$ cat src/rtl/excl_guard_pkg.sv
// Shared definitions for the exclusivity guard monitor: FSM state encoding
// and the legality-rule selectors.
package excl_guard_pkg;

  typedef enum logic [1:0] {
    ST_IDLE    = 2'd0,
    ST_MONITOR = 2'd1,
    ST_FAULT   = 2'd2
  } state_t;

  localparam int MODE_AT_MOST_ONE = 0;
  localparam int MODE_EXACTLY_ONE = 1;
  localparam int MODE_AT_MOST_K   = 2;

  localparam int RUN_W = 8;

endpackage

$ cat src/rtl/excl_rule_eval.sv
// Combinational legality rule: popcount of the active-channel vector
// compared against the selected MODE limit.
module excl_rule_eval
  import excl_guard_pkg::*;
#(
  parameter int NCH  = 8,
  parameter int MODE = MODE_AT_MOST_ONE,
  parameter int KMAX = 2
) (
  input  logic [NCH-1:0] i_act,
  output logic           o_bad
);

  localparam int PW = $clog2(NCH + 1);

  logic [PW-1:0] w_pop;

  always_comb begin
    w_pop = '0;
    for (int k = 0; k < NCH; k++) begin
      w_pop = w_pop + PW'(i_act[k]);
    end
  end

  always_comb begin
    o_bad = 1'b0;
    if (MODE == MODE_EXACTLY_ONE) begin
      o_bad = (w_pop != PW'(1));
    end else if (MODE == MODE_AT_MOST_K) begin
      o_bad = (w_pop > PW'(KMAX));
    end else begin
      o_bad = (w_pop > PW'(1));
    end
  end

endmodule

$ cat src/rtl/excl_guard_mon.sv
// Two-stage exclusivity monitor: registers gated requests, judges legality,
// and tracks sticky/counted violations with an IDLE/MONITOR/FAULT FSM.
module excl_guard_mon
  import excl_guard_pkg::*;
#(
  parameter int NCH       = 8,
  parameter int NGRP      = 3,
  parameter int MODE      = MODE_AT_MOST_ONE,
  parameter int KMAX      = 2,
  parameter int FAULT_RUN = 4,
  parameter int CNT_W     = 8
) (
  input  logic             CK,
  input  logic             rst_n,
  input  logic             en,
  input  logic [NCH-1:0]   req,
  input  logic [NGRP-1:0]  grp_a,
  input  logic [NGRP-1:0]  grp_b,
  input  logic             clr,
  output logic             ok,
  output logic             viol_sticky,
  output logic [CNT_W-1:0] viol_cnt,
  output logic [NCH-1:0]   first_viol,
  output logic [1:0]       state
);

  state_t           r_state;
  logic [NCH-1:0]   r_act;
  logic [NGRP-1:0]  r_gact;
  logic             r_ok;
  logic             r_sticky;
  logic [CNT_W-1:0] r_cnt;
  logic [NCH-1:0]   r_first;
  logic [RUN_W-1:0] r_run;

  logic             w_mode_bad;
  logic             w_grp_bad;
  logic             w_illegal;
  logic [RUN_W-1:0] w_run_inc;
  logic             w_trip;
  logic [CNT_W-1:0] w_cnt_inc;

  excl_rule_eval #(
    .NCH  (NCH),
    .MODE (MODE),
    .KMAX (KMAX)
  ) u_rule (
    .i_act (r_act),
    .o_bad (w_mode_bad)
  );

  // Any active channel needs every group pair to have at least one member up.
  assign w_grp_bad = (|r_act) && !(&r_gact);
  assign w_illegal = w_mode_bad | w_grp_bad;

  assign w_run_inc = (r_run == RUN_W'(FAULT_RUN)) ? r_run : r_run + RUN_W'(1);
  assign w_trip    = w_illegal && (w_run_inc == RUN_W'(FAULT_RUN));
  assign w_cnt_inc = (&r_cnt) ? r_cnt : r_cnt + CNT_W'(1);

  always_ff @(posedge CK) begin
    if (!rst_n) begin
      r_state  <= ST_IDLE;
      r_act    <= '0;
      r_gact   <= '0;
      r_ok     <= 1'b1;
      r_sticky <= 1'b0;
      r_cnt    <= '0;
      r_first  <= '0;
      r_run    <= '0;
    end else begin
      r_act  <= en ? req : '0;
      r_gact <= en ? (grp_a | grp_b) : '0;
      if (clr) begin
        // The coincident evaluation is dropped entirely.
        r_ok     <= 1'b1;
        r_sticky <= 1'b0;
        r_cnt    <= '0;
        r_first  <= '0;
        r_run    <= '0;
        r_state  <= (r_state != ST_FAULT && en) ? ST_MONITOR : ST_IDLE;
      end else begin
        case (r_state)
          ST_IDLE: begin
            r_ok  <= 1'b1;
            r_run <= '0;
            if (en) r_state <= ST_MONITOR;
          end
          ST_MONITOR: begin
            if (w_illegal) begin
              r_sticky <= 1'b1;
              r_cnt    <= w_cnt_inc;
              if (!r_sticky) r_first <= r_act;
              r_run    <= w_run_inc;
            end else begin
              r_run <= '0;
            end
            // Tripping wins over a simultaneous en drop.
            if (w_trip) begin
              r_state <= ST_FAULT;
              r_ok    <= 1'b1;
            end else if (!en) begin
              r_state <= ST_IDLE;
              r_run   <= '0;
              r_ok    <= 1'b1;
            end else begin
              r_ok <= ~w_illegal;
            end
          end
          ST_FAULT: begin
            r_ok <= 1'b1;
          end
          default: begin
            r_state <= ST_IDLE;
            r_ok    <= 1'b1;
          end
        endcase
      end
    end
  end

  assign ok          = r_ok;
  assign viol_sticky = r_sticky;
  assign viol_cnt    = r_cnt;
  assign first_viol  = r_first;
  assign state       = r_state;

endmodule
$ cat config.mk
export PLATFORM = sky130hd
export DESIGN_NAME = excl_guard_mon
export DESIGN_NICKNAME = d
export VERILOG_FILES = /design/src/rtl/excl_guard_pkg.sv /design/src/rtl/excl_rule_eval.sv /design/src/rtl/excl_guard_mon.sv
export SDC_FILE = /design/constraint.sdc
export NUM_CORES = 1
export LEC_CHECK = 0
export BUFFER_PORTS_ARGS = -buffer_cell sky130_fd_sc_hd__buf_2
export CAP_MARGIN = 5
export CORE_MARGIN = 10
export CORE_UTILIZATION = 25
export DETAILED_ROUTE_END_ITERATION = 8
export GPL_TIMING_DRIVEN = 0
export MAX_ROUTING_LAYER = met4
export SLEW_MARGIN = 0
export SYNTH_ARGS = -nofsm -noshare
export SYNTH_HDL_FRONTEND = slang
export SYNTH_SLANG_ARGS = --single-unit
$ cat constraint.sdc
create_clock -name CK -period 11.5 [get_ports CK]
set_input_delay 1.15 -clock CK [delete_from_list [all_inputs] [get_ports CK]]
set_output_delay 1.15 -clock CK [all_outputs]
set_load 0.01 [all_outputs]
==> out/qor.txt <==
RUN STATUS
---------------------------------------------------------------------------------
Run status ......................................................... complete, no violations

DIE
---------------------------------------------------------------------------------
Core region area ................................................... 0.00773 mm^2
Floorplan row count ................................................           32
Die area ...........................................................  0.0119 mm^2
Starting density of the core .......................................        0.257
IO Pins ............................................................           38
Height of the die ..................................................       109 um
Width of the chip ..................................................       109 um

PWR
---------------------------------------------------------------------------------
Power density over the cells .......................................  107 mW/mm^2
Static Leak ........................................................     0.998 nW
Largest voltage drop on the vdd net ................................      54.6 uV

GLOBAL ROUTE
---------------------------------------------------------------------------------
Number of antenna violations at the first check in global routing ..            0
Total global routing track utilization .............................       0.0809
Maximum number of pins on one net before global-route repair .......           13
Vias in the first global route .....................................        1,559
GR Overflow Total ..................................................            0
First-pass GRT wire length .........................................      7.64 mm

CLOCK NETWORK
---------------------------------------------------------------------------------
Clock Sinks ........................................................           39
Number of buffers between clock root and the deepest sink ..........            2
Total of cells resized after clock tree synthesis ..................            0
TritonCTS clock tree ...............................................         done
Clock slew seen by the registers of the worst setup and hold paths .      0.08 ns
Number of buffers inserted by post-CTS setup repair ................            0
Clock buffer count from CTS ........................................            5
Buffer cell driving the clock tree root ............................     clkbuf_8
Number of H-tree branching levels ..................................            2
Worst skew pair latency ............................................      0.30 ns
Hold bufs inserted after CTS .......................................            0

TIMING
---------------------------------------------------------------------------------
Worst slew pin tran ................................................     0.582 ns
Tightest slew margin relative to the limit .........................        0.612
Number of failing setup endpoints in the final timing report .......            0
Fin Hold WS ........................................................     0.495 ns
Final Cycle Share ..................................................        0.351
Total Negative Setup Slacks ........................................         0 ns
Clock period minus worst slack .....................................      4.03 ns
Count of endpoints failing hold in the final timing report .........            0
Setup clock skew after layout ......................................   0.00988 ns
Max Fclk ...........................................................      248 MHz
RSZ-0062 raised after global routing ...............................        false
Final Slew Violations ..............................................            0

YOSYS
---------------------------------------------------------------------------------
Netlist area before placement ...................................... 0.00199 mm^2
Post-synth EDFFs ...................................................            0
Synth Area per Inst ................................................    9.33 um^2
Share of synthesized registers carrying an async set or reset ......            0
Top cells by area, synth ........................................... dfxtp_1, nor2_1, mux2i_1
Flip-flop cell with the highest count after synthesis ..............      dfxtp_1
Cell type with the highest aggregate area in the netlist ...........      dfxtp_1
Number of standard cells after synthesis ...........................          213
Number of warnings issued by yosys .................................            0
Portion of the post-synthesis area used by sequential elements .....        0.393
Proportion of netlist area held by the largest area contributor ....        0.393
Post-Syn Nets ......................................................          242
Number of distinct library cells after synthesis ...................           46
Most used standard cell by instance count after synthesis ..........      dfxtp_1
Register bit total from synthesis ..................................           39
Post-synth top cells ............................................... dfxtp_1, nor2_1, inv_1

ROUTING
---------------------------------------------------------------------------------
Routed vias/inst ...................................................         4.43
1st-iter DRT viols .................................................           58
Drt drc ............................................................            0
Wirelength per Cell ................................................      12.4 um
Residual antenna-violating net count after detailed routing ........            0
Met2 WL post-DR ....................................................      2.12 mm
Uppermost layer routed .............................................         met4
Router iterations before antenna repair ............................            5
Detailed-route wire length .........................................      4.46 mm
Wire length on met3 ................................................       207 um
Vias post-DR .......................................................        1,596
Met1 Routed Length .................................................      2.06 mm

CRITICAL PATH
---------------------------------------------------------------------------------
Critical path peak fanout ..........................................           10
Type of element capturing the critical path ........................    flip-flop
Classification of the worst setup path .............................   reg -> reg
Startpoint of the lowest-slack register-to-register path ...........     r_act[1]
CP required ........................................................     11.73 ns
Startpoint of the most critical setup path .........................     r_act[1]
Startpoint kind of the worst setup timing path .....................    flip-flop
Signal arrival time at the worst endpoint ..........................      4.26 ns

LAYOUT
---------------------------------------------------------------------------------
Number of filler instances in the final layout .....................          830
ANT cells ..........................................................            0
Multi-input gate area in the final layout .......................... 0.00110 mm^2
Number of nets at the end of the flow ..............................          286
Area growth, synth to finish .......................................        20.0%
Sequential cell area ...............................................     781 um^2
Fraction of final layout cells with drive strength greater than 1 ..        0.252

MIN PATH
---------------------------------------------------------------------------------
HP Start ...........................................................     state[0]
Class of the worst hold path .......................................   reg -> reg

PLACED DESIGN
---------------------------------------------------------------------------------
Final weighted congestion of routability-driven global placement ...        0.796
IO Port Bufs .......................................................           37
HPWL after detailed placement ......................................      3.51 mm

JOB
---------------------------------------------------------------------------------
Number of max-cap violations .......................................            0

==> final timing paths <==
path | end | slack, ns | depth (start not counted)
min | state[1] | 0.49 | 1
max reg2reg | r_run[3] | 7.47 | 15
max | r_run[3] | 7.47 | 15
min reg2reg | state[1] | 0.49 | 1
==> metrics by stage <==
step	instance area [um^2]	setup WS, ns	utilization	total power [mW]	std cells
global placement	2300	7.48	0.298	0.167	352
detailed placement	2300	7.45	0.298	0.168	352
floorplan	1990	7.81	-	0.159	213
global route	2390	7.21	0.309	0.270	360
CTS	2390	7.43	0.309	0.260	360
finish	2390	7.47	0.309	0.256	360
==> report_power, final <==
| group | total, mW | switching [mW] | internal (mW) | leakage [nW] |
|---|---|---|---|---|
| sequential | 0.140 | 0.00248 | 0.137 | 0.317 |
| clock | 0.0920 | 0.0495 | 0.0424 | 0.0412 |
| combinational | 0.0242 | 0.0133 | 0.0109 | 0.640 |
==> kinds of logic after synthesis <==
family | Yosys count | share of synthesized area
compound gates | 27 | 0.136
xor+xnor | 11 | 0.0485
fa+ha+maj | 11 | 0.0843
buf+inv | 28 | 0.0560
flops | 39 | 0.393
mux | 10 | 0.0503
simple gates | 87 | 0.232
==> layer usage <==
metal  GRT usage  vias to the layer above
met5           -                        -
met4      0.0307                        0
met3      0.0283                        7
met2       0.127                       32
met1      0.0932                      739
li1            -                      818
==> critical path, stage by stage, from the launching register on <==
cell and delay [ns]:
dfxtp_1 0.36, inv_1 0.05, ha_1 0.27, inv_1 0.05
fa_1 0.50, fa_1 0.41, inv_1 0.07, fa_1 0.19
inv_1 0.06, fa_1 0.37, nor2b_1 0.14, a31o_2 0.24
a311oi_4 0.55, nand2_4 0.17, o41a_2 0.39, o21ai_0 0.15
==> cells in the final DEF (no fill, tap or decap), types with 3 or more instances in the layout <==
cell type and count:
mux2i_1 10, buf_2 39, a41oi_1 3, clkbuf_2 3, and3_1 10, fa_1 4
nand3_1 8, nand4_1 6, o21ai_0 4, xnor2_1 3, clkbuf_1 6, clkbuf_8 5
nand2_1 14, inv_1 16, or2_2 3, nor2b_1 4, dfxtp_1 39, ha_1 7
xor2_1 8, nor2_1 28
==> registers in the layout, summed over array words and instances (netlist names) <==
name,flops
r_gact,3
state,2
viol_cnt,8
r_run,8
r_act,8
viol_sticky,1
first_viol,8
ok,1
==> final cells by class <==
class | instances | area share
clock inverter | 2 | 0.00524
buffer | 12 | 0.0215
timing repair buffer | 37 | 0.0776
sequential | 39 | 0.327
multi-input combinational | 146 | 0.459
inverter | 16 | 0.0252
clock buffer | 6 | 0.0304
tap | 102 | 0.0535
Note: power is estimated with default switching activity, not from simulation.
